[config.mk]
export PLATFORM = sky130hd
export DESIGN_NAME = max_pooler
export DESIGN_NICKNAME = d
export VERILOG_FILES = /design/src/rtl/max_pooler.sv
export SDC_FILE = /design/constraint.sdc
export NUM_CORES = 1
export LEC_CHECK = 0
export ABC_AREA = 1
export BUFFER_PORTS_ARGS = -buffer_cell sky130_fd_sc_hd__buf_2
export CAP_MARGIN = 10
export CELL_PAD_IN_SITES_DETAIL_PLACEMENT = 1
export CELL_PAD_IN_SITES_GLOBAL_PLACEMENT = 1
export CORE_MARGIN = 2
export CORE_UTILIZATION = 40
export DETAILED_ROUTE_END_ITERATION = 6
export MAX_ROUTING_LAYER = met4
export PLACE_DENSITY = 0.78
export SLEW_MARGIN = 0
export SYNTH_ARGS = -nofsm -noshare
export SYNTH_HDL_FRONTEND = slang
export SYNTH_SLANG_ARGS = --single-unit
[constraint.sdc]
create_clock -name clk -period 2.5 [get_ports clk]
set_input_delay 0 -clock clk [delete_from_list [all_inputs] [get_ports clk]]
set_output_delay 0 -clock clk [all_outputs]
set_load 0.03 [all_outputs]
[src/rtl/max_pooler.sv]
// 2x2 stride-2 max-pooling stage. Walks each non-overlapping 2x2 window of
// the FEATURE_WIDTH x FEATURE_WIDTH feature map, fetching one word per
// request/valid handshake. Writes the signed window maximum (optionally
// ReLU-clamped) row-major into the pool RAM.
module max_pooler #(
  parameter int ADDR_WIDTH    = 14,
  parameter int FEATURE_WIDTH = 32,
  parameter int BITWIDTH      = 8,
  parameter int RELU_EN       = 0
) (
  input  logic                    clk,
  input  logic                    resetn,
  input  logic                    start,
  output logic                    fea_ram_en,
  output logic [ADDR_WIDTH-1:0]   fea_ram_addr,
  input  logic [2*BITWIDTH-1:0]   fea_ram_din,
  input  logic                    fea_ram_data_val,
  output logic                    pool_ram_en,
  output logic                    pool_ram_wen,
  output logic [ADDR_WIDTH-1:0]   pool_ram_addr,
  output logic [2*BITWIDTH-1:0]   pool_ram_dout,
  output logic                    done
);

  localparam int OUT_WIDTH = FEATURE_WIDTH / 2;
  localparam int CW        = (OUT_WIDTH > 1) ? $clog2(OUT_WIDTH) : 1;
  localparam int DW        = 2 * BITWIDTH;
  localparam logic [CW-1:0] LAST = CW'(OUT_WIDTH - 1);

  typedef enum logic [2:0] {
    S_IDLE,
    S_REQ,
    S_STEP,
    S_WRITE,
    S_DONE
  } state_t;

  state_t                state, state_n;
  logic [CW-1:0]         pr, pr_n, pc, pc_n;
  logic [1:0]            k, k_n;
  logic signed [DW-1:0]  mx, mx_n;
  logic                  fea_en_n, pool_en_n, done_n;
  logic [ADDR_WIDTH-1:0] pool_addr_n;
  logic [DW-1:0]         pool_dout_n;

  // Feature address: {r,dy} is 2*r+dy and {c,dx} is 2*c+dx.
  function automatic logic [ADDR_WIDTH-1:0] rd_addr(input logic [CW-1:0] r,
                                                    input logic [CW-1:0] c,
                                                    input logic [1:0]    kk);
    logic [31:0] a;
    a = 32'({r, kk[1]}) * 32'(FEATURE_WIDTH) + 32'({c, kk[0]});
    return a[ADDR_WIDTH-1:0];
  endfunction

  function automatic logic [ADDR_WIDTH-1:0] wr_addr(input logic [CW-1:0] r,
                                                    input logic [CW-1:0] c);
    logic [31:0] a;
    a = 32'(r) * 32'(OUT_WIDTH) + 32'(c);
    return a[ADDR_WIDTH-1:0];
  endfunction

  // Next-state, counter and next-output decode.
  always_comb begin
    // NOTE: every signal gets a default first so no path can infer a latch.
    state_n     = state;
    pr_n        = pr;
    pc_n        = pc;
    k_n         = k;
    mx_n        = mx;
    fea_en_n    = 1'b0;
    pool_en_n   = 1'b0;
    done_n      = 1'b0;
    pool_addr_n = pool_ram_addr;
    pool_dout_n = pool_ram_dout;

    unique case (state)
      S_IDLE: begin
        if (start) begin
          state_n  = S_REQ;
          pr_n     = '0;
          pc_n     = '0;
          k_n      = '0;
          fea_en_n = 1'b1;
        end
      end
      S_REQ: begin
        fea_en_n = 1'b1;
        if (fea_ram_data_val) begin
          fea_en_n = 1'b0;
          if (k == 2'd0 || $signed(fea_ram_din) > mx) mx_n = $signed(fea_ram_din);
          if (k == 2'd3) begin
            state_n     = S_WRITE;
            pool_en_n   = 1'b1;
            pool_addr_n = wr_addr(pr, pc);
            pool_dout_n = (RELU_EN != 0 && mx_n[DW-1]) ? '0 : mx_n;
          end else begin
            state_n = S_STEP;
            k_n     = k + 2'd1;
          end
        end
      end
      S_STEP: begin
        state_n  = S_REQ;
        fea_en_n = 1'b1;
      end
      S_WRITE: begin
        k_n = '0;
        if (pc == LAST) begin
          pc_n = '0;
          if (pr == LAST) begin
            pr_n    = '0;
            state_n = S_DONE;
            done_n  = 1'b1;
          end else begin
            pr_n     = pr + CW'(1);
            state_n  = S_REQ;
            fea_en_n = 1'b1;
          end
        end else begin
          pc_n     = pc + CW'(1);
          state_n  = S_REQ;
          fea_en_n = 1'b1;
        end
      end
      S_DONE: begin
        done_n = 1'b1;
        if (!start) begin
          state_n = S_IDLE;
          done_n  = 1'b0;
        end
      end
      default: state_n = S_IDLE;
    endcase
  end

  // State, counters and registered outputs; reset aborts any access at once.
  always_ff @(posedge clk or negedge resetn) begin
    if (!resetn) begin
      state         <= S_IDLE;
      pr            <= '0;
      pc            <= '0;
      k             <= '0;
      mx            <= '0;
      fea_ram_en    <= 1'b0;
      fea_ram_addr  <= '0;
      pool_ram_en   <= 1'b0;
      pool_ram_wen  <= 1'b0;
      pool_ram_addr <= '0;
      pool_ram_dout <= '0;
      done          <= 1'b0;
    end else begin
      // NOTE: non-blocking so every register samples pre-edge values.
      state         <= state_n;
      pr            <= pr_n;
      pc            <= pc_n;
      k             <= k_n;
      mx            <= mx_n;
      fea_ram_en    <= fea_en_n;
      fea_ram_addr  <= rd_addr(pr_n, pc_n, k_n);
      pool_ram_en   <= pool_en_n;
      pool_ram_wen  <= pool_en_n;
      pool_ram_addr <= pool_addr_n;
      pool_ram_dout <= pool_dout_n;
      done          <= done_n;
    end
  end

endmodule

== After elaboration in Yosys (flattened, before gate mapping) ==
Cells that the tools add are included.

* Register bits after elaboration: 73
* Bits of input ports: 20
* Output and inout port bits: 48
* Word-level logic and storage cells: 63

* $add $sub $neg: 5
* $lt $le $gt $ge: 1
* Equal/unequal tests: 10
* Muxes and demuxes: 30
* Reduce and logical (&&, ||, !) cells: 6

{| class="wikitable"
|+ Operators by type and width
! operator !! number
|-
| two-way mux 4 bit || 5
|-
| > comparator 16 bit || 1
|-
| two-way mux 16 bit || 1
|-
| case mux 4 bit (2 select lines) || 2
|-
| two-way mux 3 bit || 5
|-
| case mux 3 bit (5 select lines) || 1
|-
| adder 10 x 5 -> 11 bit || 1
|-
| two-way mux 1 bit || 10
|-
| adder 8 x 4 -> 9 bit || 1
|-
| adder 4 x 1 -> 4 bit, second input constant || 2
|-
| equality test 4 bit, second input constant || 2
|-
| equality test 3 x 2 -> 1 bit, second input constant || 2
|-
| two-way mux 2 bit || 3
|-
| inequality test 2 bit, second input constant || 3
|-
| case mux 2 bit (3 select lines) || 1
|-
| AND reduction 3 bit || 2
|-
| case mux 1 bit (4 select lines) || 1
|-
| equality test 3 x 1 -> 1 bit, second input constant || 1
|-
| equality test 3 bit, second input constant || 1
|-
| zero test 3 bit || 1
|-
| adder 2 x 1 -> 2 bit, second input constant || 1
|-
| equality test 2 bit, second input constant || 1
|-
| zero test 2 bit || 1
|-
| case mux 1 bit (2 select lines) || 1
|-
| 2 further kinds || 2
|}

== Longest topological paths before layout ==
Gate-level depths: netlist of run 1.

* Depth after elaboration: 5
* Gate-level depth with buffers: 19
* Depth with buffers taken out: 18

== Least setup slack after synthesis of run 1 ==
No wires, ideal clock.

* Path kind: reg-to-reg
* Start: register mx[15]
* End: register mx[0]
* Data arrival time: 1.721 ns
* Required time: 2.383 ns
* Path slack: 0.661 ns
* Cell stages (with the launch flop): 14
* Clock period less this slack: 1.839 ns
* Cells stage by stage: dfrtp_1 inv_1 ha_1 a21oi_1 o21ai_1 a21oi_1 nand2_1 nand2_1 nand2_2 nand2_4 buf_4 nand3_2 nand3_1 nand2_1

* Word-level cells in the longest chain between the ends: 3

{| class="wikitable"
|+ Ends and longest elaborated chain
! element !! RTL line !! text
|-
| start: declaration || 41 || <nowiki>logic signed [DW-1:0] mx, mx_n;</nowiki>
|-
| start signal: assignment || 157 || <nowiki>mx <= mx_n;</nowiki>
|-
| > comparator 16 bit || 90 || <nowiki>if (k == 2'd0 || $signed(fea_ram_din) > mx) mx_n = $signed(fea_ram_din);</nowiki>
|-
| logical OR 1 bit || 90 ||
|-
| two-way mux 16 bit || 90 ||
|}

Every way passes these cells.
A chain may end at the register's enable or synchronous reset.

== Worst setup path after layout of run 1 ==
* Start: register mx[15]
* End: register pool_ram_dout[7]

* Word-level cells in the longest chain between the ends: 3

{| class="wikitable"
|+ Ends and longest elaborated chain
! element !! RTL line !! text
|-
| > comparator 16 bit || 90 ||
|-
| logical OR 1 bit || 90 ||
|-
| two-way mux 16 bit || 90 ||
|-
| end signal: assignment || 163 || <nowiki>pool_ram_dout <= pool_dout_n;</nowiki>
|-
| end: declaration || 21 || <nowiki>output logic [2*BITWIDTH-1:0] pool_ram_dout,</nowiki>
|}

Every way passes these cells.

==> metrics.md, run 1 <==
| Metric | Value |
|---|---|
| Worst slew pin tran | `650.4 ps` |
| Fmax | `0.4568 GHz` |
| Final Total Pwr | `4473 uW` |
| Fin. max-slew vios | `0` |
| Die ar. | `8768 sq um` |
| Initial antenna violation count | `0` |
| Placed cell count | `540` |
| Post-synth cell types | `34` |
| Pleak | `0.002073 uW` |
| Crit-path max FO | `17` |
| Worst Skew | `7.527 ps` |
| Post-DP Area | `3546 sq um` |
| Initial DRC Count | `80` |
| Port bufs | `57` |
| WL/cell | `14.57 um` |
| Clock power frac | `14.7%` |
| IR drop worst, VDD | `0.5245 mV` |
| DP Worst Slack | `287.7 ps` |
| Max Cap Viol | `0` |
| Critical Path RT | `2710 ps` |
| Clock root buffer | `clkbuf_8` |
| Vias in the first global route | `2895` |
| IO Count | `68` |
| Chip Width | `93.64 um` |
| Clk sinks | `56` |
| Flop pwr share | `32.5%` |
| Worst endpoint data arrival time | `2390 ps` |
| Comb pwr share | `52.8%` |
| #FFs+latches synth | `56` |
| Int Power | `2301 uW` |
| Via count of the routed design | `2680` |
| First-pass GRT wire length | `13640 um` |
| Asr flop ratio synth | `100.0%` |
| GR Overflow Total | `0` |
| Die Height | `93.64 um` |
| TritonRoute pass-1 iters | `4` |
| Cell row count | `32` |
| Fin cells | `550` |
| CP startpoint kind | `flip-flop` |
| Slew margin rel. | `56.64%` |
| EDFF count, synth | `0` |
| Final setup margin | `311.1 ps` |
| Clock buffer count from CTS | `5` |
| Tmin final | `2189 ps` |
| P&R area growth vs syn | `14.87%` |
| Syn Inst Count | `389` |
| Hpwl dp | `6127 um` |
| Routed Antenna Nets | `0` |
| Final Cycle Share | `87.56%` |
| H-tree depth | `2` |
| Pin count of the biggest net entering global routing | `30` |
| Gr usage total | `20.17%` |
| Final Setup Violations | `0` |
| # DRC | `0` |
| Design area | `3692 sq um` |
| Starting density of the core | `41.38%` |
| Net Sw Power | `2173 uW` |
| Clock Latency Late Sink | `320 ps` |
| Crit Path Category | `reg2reg` |
| Warnings from Yosys | `0` |
| PD cells | `1212 nW/um^2` |
| Outcome | `finished, final reports clean` |
| Vias/cell | `4.873` |
| Hold path depth | `5` |
| Final nets | `485` |
| Worst Hold Class | `in2reg` |
| Unrepaired setup endpoints after global routing | `false` |
| Clk buf depth | `2` |
| Hold Vio Cnt, Final | `0` |
| Avg Cell Area, Syn | `8.263 sq um` |
| Layout cell share with drive strength beyond 1 | `23.66%` |
| Fill count | `990` |
| Worst R2R Path Depth | `12` |
| Sequential share of the synthesized area | `43.60%` |
| Switching share of power | `48.57%` |
| Syn Std Cell Area | `3214 sq um` |
| Worst setup EP type | `flip-flop` |
| Clock transition at path regs | `100 ps` |
| ANT cells | `0` |
| CTS tree | `done` |
| Multi-input logic area | `1491 sq um` |
| Synth Flop Type | `dfrtp_1` |
| Register Area | `1401 sq um` |
| Area of the core | `7767 sq um` |
| Routed WL | `8013 um` |
| Final TNS setup | `0 ps` |
| Final GP Congestion | `0.8673` |
## stage by stage
| step | util, % | hold WS, ps |
|---|---|---|
| 4_1_cts | 47.54 | 23.72 |
| 3_3_place_gp | 45.65 | 67.68 |
| 2_1_floorplan | - | -295.6 |
| 3_5_place_dp | 45.65 | 73.43 |
| 5_1_grt | 47.54 | 67.81 |
| 6_report | 47.54 | 32.75 |
## per-layer routing
| layer | vias to the layer above | part of all wire (%) | track usage [%] |
|---|---|---|---|
| met3 | 9 | 3.6 | 3.143 |
| met4 | 0 | 1.2 | 5.314 |
| met5 | - | 0 | - |
| met2 | 57 | 49 | 34.29 |
| li1 | 1330 | - | - |
| met1 | 1284 | 46 | 25.23 |
## worst max-delay path, stage by stage, from the launching register on
cell     delay, ps
dfrtp_1        360
inv_1           60
ha_1           330
a21oi_1        170
o21ai_1         80
a21oi_1        160
nand3_1        110
nand2_2        100
nand2_4        180
nand2_8        260
nand2_1        110
nand3_1         90
nand2_1         60
## area by class of cell
| type | count | area share, % |
|---|---|---|
| multi-input combinational | 266 | 40.39 |
| sequential | 56 | 37.95 |
| timing repair buffer | 64 | 9.285 |
| inverter | 54 | 5.490 |
| tap | 102 | 3.456 |
| clock buffer | 7 | 2.609 |
| clock inverter | 1 | 0.8133 |
## synth_stat cells, types with 3 or more instances
library cell  number  area share, %
nand2_1          114             13
o21ai_1            6           0.93
nor2_2             4           0.78
nand2_4           11            3.9
inv_2              5           0.58
ha_1              18            7.0
buf_2              7            1.1
o21ai_0            3           0.47
buf_4             12            2.8
inv_1             49            5.7
nand3_1           45            7.0
nor2_1            12            1.4
nand2_2            3           0.58
nand3_2           10            3.1
a21oi_1           10            1.6
dfrtp_1           56             44
## placed cells by master, fill, tap and decap left out, types with 2 or more instances in the layout
master,instances
a21oi_1,10
buf_2,57
buf_4,5
clkbuf_8,7
conb_1,10
dfrtp_1,56
dlygate4sd3_1,2
ha_1,18
inv_1,49
inv_2,5
nand2_1,114
nand2_2,3
nand2_4,11
nand3_1,45
nand3_2,10
nand4_1,2
nor2_1,12
nor2_2,4
nor3_1,2
o21ai_0,3
o21ai_1,6
o32ai_1,2
o41ai_1,2
xor2_1,2
## power by group through the flow
stage | combinational (uW) | clock, uW | sequential (uW)
finish | 2360 | 656 | 1460
global route | 2650 | 707 | 1500
CTS | 2400 | 680 | 1460
detailed placement | 2380 | 0 | 1480
global placement | 2300 | 0 | 1450
floorplan | 1450 | 0 | 1840
## final timing paths
path | start | endpoint | slack (ps)
worst max-delay path | mx[15] | pool_ram_dout[7] | 310
worst min-delay path | fea_ram_din[3] | mx[3] | 30
worst max register to register | mx[15] | pool_ram_dout[7] | 310
worst min register to register | pool_ram_addr[1] | pool_ram_addr[1] | 480
max in group asynchronous | resetn | pool_ram_dout[3] | 1580
min in group asynchronous | resetn | pool_ram_dout[15] | 240
## repair_timing
action                                 4_1_cts  5_1_grt
setup buffers                                0        0
hold buffers                                 2        0
endpoints found under the hold margin       28        0
gates resized for setup                      0        0
## cells by family (layout without fill, tap and decap cells)
family,count (synthesis),in the layout,synth area share (%)
xor+xnor,2,2,0.5451
flops,56,56,43.60
other cells,1,10,0.1167
fa+ha+maj,18,18,7.007
simple gates,206,206,31.88
buf+inv,76,126,11.06
compound gates,30,30,5.801
No activity file was read; power rests on OpenSTA's default activity.
==> inputs of run 2 (changes only) <==
- SETUP_SLACK_MARGIN: not set -> 0.5
==> metrics.md, run 2 (synthesis results as in run 1) <==
| Metric | Value |
|---|---|
| Chip Width | `93.64 um` |
| DP Worst Slack | `287.7 ps` |
| Starting density of the core | `41.38%` |
| Unrepaired setup endpoints after global routing | `true` |
| CP bufs+invs | `1` |
| Clock Latency Late Sink | `320 ps` |
| Max Cap Viol | `0` |
| WL/cell | `15.77 um` |
| ANT cells | `0` |
| TritonRoute pass-1 iters | `5` |
| Die Height | `93.64 um` |
| Hpwl dp | `6127 um` |
| Clock root buffer | `clkbuf_8` |
| Area of the core | `7767 sq um` |
| Initial DRC Count | `114` |
| Pin count of the biggest net entering global routing | `30` |
| Worst slew pin tran | `662.0 ps` |
| Crit Path Category | `reg2reg` |
| Die ar. | `8768 sq um` |
| Routed WL | `8813 um` |
| Crit-path max FO | `8` |
| Final setup margin | `377.2 ps` |
| Pleak | `0.002157 uW` |
| Clk buf depth | `2` |
| Worst setup EP type | `flip-flop` |
| Hold Vio Cnt, Final | `0` |
| IO Count | `68` |
| Layout cell share with drive strength beyond 1 | `33.70%` |
| Most used cell, CP | `nand2_1` |
| H-tree depth | `2` |
| Cell row count | `32` |
| Worst Skew | `6.704 ps` |
| Clock transition at path regs | `100 ps` |
| Vias in the first global route | `2945` |
| Critical Path RT | `2720 ps` |
| CP startpoint kind | `flip-flop` |
| P&R area growth vs syn | `25.96%` |
| Critical-path top delay cell | `dfrtp_1` |
| Final nets | `494` |
| Commonest non-fill, non-tap cell in the layout | `nand2_1` |
| Worst endpoint data arrival time | `2340 ps` |
| Initial antenna violation count | `0` |
| Top delay family on crit path | `simple AND/OR/NAND/NOR gates` |
| Gr usage total | `20.80%` |
| PD cells | `1251 nW/um^2` |
| Worst Hold Class | `in2reg` |
| Clock buffer count from CTS | `5` |
| Slew margin rel. | `55.86%` |
| IR drop worst, VDD | `0.5495 mV` |
| Clk sinks | `56` |
| Vias/cell | `4.973` |
| Final GP Congestion | `0.8673` |
| Hold WS | `41.27 ps` |
| Outcome | `finished, final reports clean` |
| GR Overflow Total | `0` |
| Fin. max-slew vios | `0` |
| CP peak stage delay | `370 ps` |
| # DRC | `0` |
| Final Cycle Share | `84.91%` |
| Final Total Pwr | `5065 uW` |
| Routed Antenna Nets | `0` |
| First-pass GRT wire length | `14030 um` |
| Cell chain of the critical path | `inv_1 -> ha_4 -> nand4_1 -> nor3_4 -> nand2_1 -> nand2_1 -> nand2_2 -> nand2_4 -> nand2_8 -> nand2_8 -> nand2_2 -> nand3_1 -> nand2_1` |
| CTS tree | `done` |
| Fmax | `0.4711 GHz` |
| Via count of the routed design | `2780` |
| Tmin final | `2123 ps` |
| Final Setup Violations | `0` |
| Final TNS setup | `0 ps` |
| Port bufs | `57` |
| Most frequent cells in the layout | `nand2_1, buf_2, dfrtp_1` |
run 2: cell count changes in the layout (fill, tap and decap cells not counted), moves of 4 or more:
cell,before,now
nand3_1,45,30
nand3_2,10,25
nand2_1,114,104
ha_1,18,11
ha_4,0,7
nand2_4,11,17
buf_4,5,10
inv_1,49,45
nand2_2,3,7
run 2: metrics by stage:
step	std cells	area (sq um)	utilization, %
floorplan	398	3248	-
detailed placement	540	3546	45.65
CTS	557	3827	49.28
global placement	540	3546	45.65
finish	559	4049	52.13
global route	559	4049	52.13
run 2: tightest hold or removal path, cell delays in order:
cell and delay, ps:
buf_2 90, inv_1 60, nand2_4 70, nand3_2 50
nand2_1 60
run 2: final timing paths:
| check | startpoint | endpoint | slack (ps) | depth (start not counted) |
|---|---|---|---|---|
| setup / recovery | mx[11] | mx[8] | 380 | 13 |
| setup reg to reg | mx[11] | mx[8] | 380 | 13 |
| hold reg to reg | pool_ram_dout[4] | pool_ram_dout[4] | 480 | 2 |
| max in group asynchronous | resetn | pool_ram_dout[3] | 1580 | 3 |
| hold / removal | fea_ram_din[13] | pool_ram_dout[13] | 40 | 5 |
| min in group asynchronous | resetn | pool_ram_dout[15] | 240 | 2 |
run 2: area by class of cell:
class	count	area [sq um]
clock buffers	7	96.34
clock inverters	1	30.03
fillers	970	3719
inverters	54	205.2
multi-input cells	268	1777
flip-flops and latches	56	1401
well taps	102	127.6
repair buffers	71	411.6
run 2: power breakdown:
group	internal (uW)	leakage, uW	switching, uW
clock network	354	0.0000645	307
registers	1250	0.000718	217
logic	970	0.00137	1970
run 2: timing repair:
action | CTS | global route
hold endpoints to repair | 28 | 0
cloned | 2 | 0
setup endpoints to repair | 32 | 42
pin swaps | 4 | 10
setup buffers | 5 | 2
hold buffers | 2 | 0
resized for setup | 9 | 44
run 2: metal layers:
| metal | GRT usage [%] | vias up | wire [um] |
|---|---|---|---|
| met5 | - | - | 0 |
| met4 | 4.469 | 0 | 134 |
| met3 | 3.143 | 13 | 341 |
| met2 | 36.27 | 63 | 4426 |
| met1 | 25.74 | 1355 | 3911 |
| li1 | - | 1349 | - |
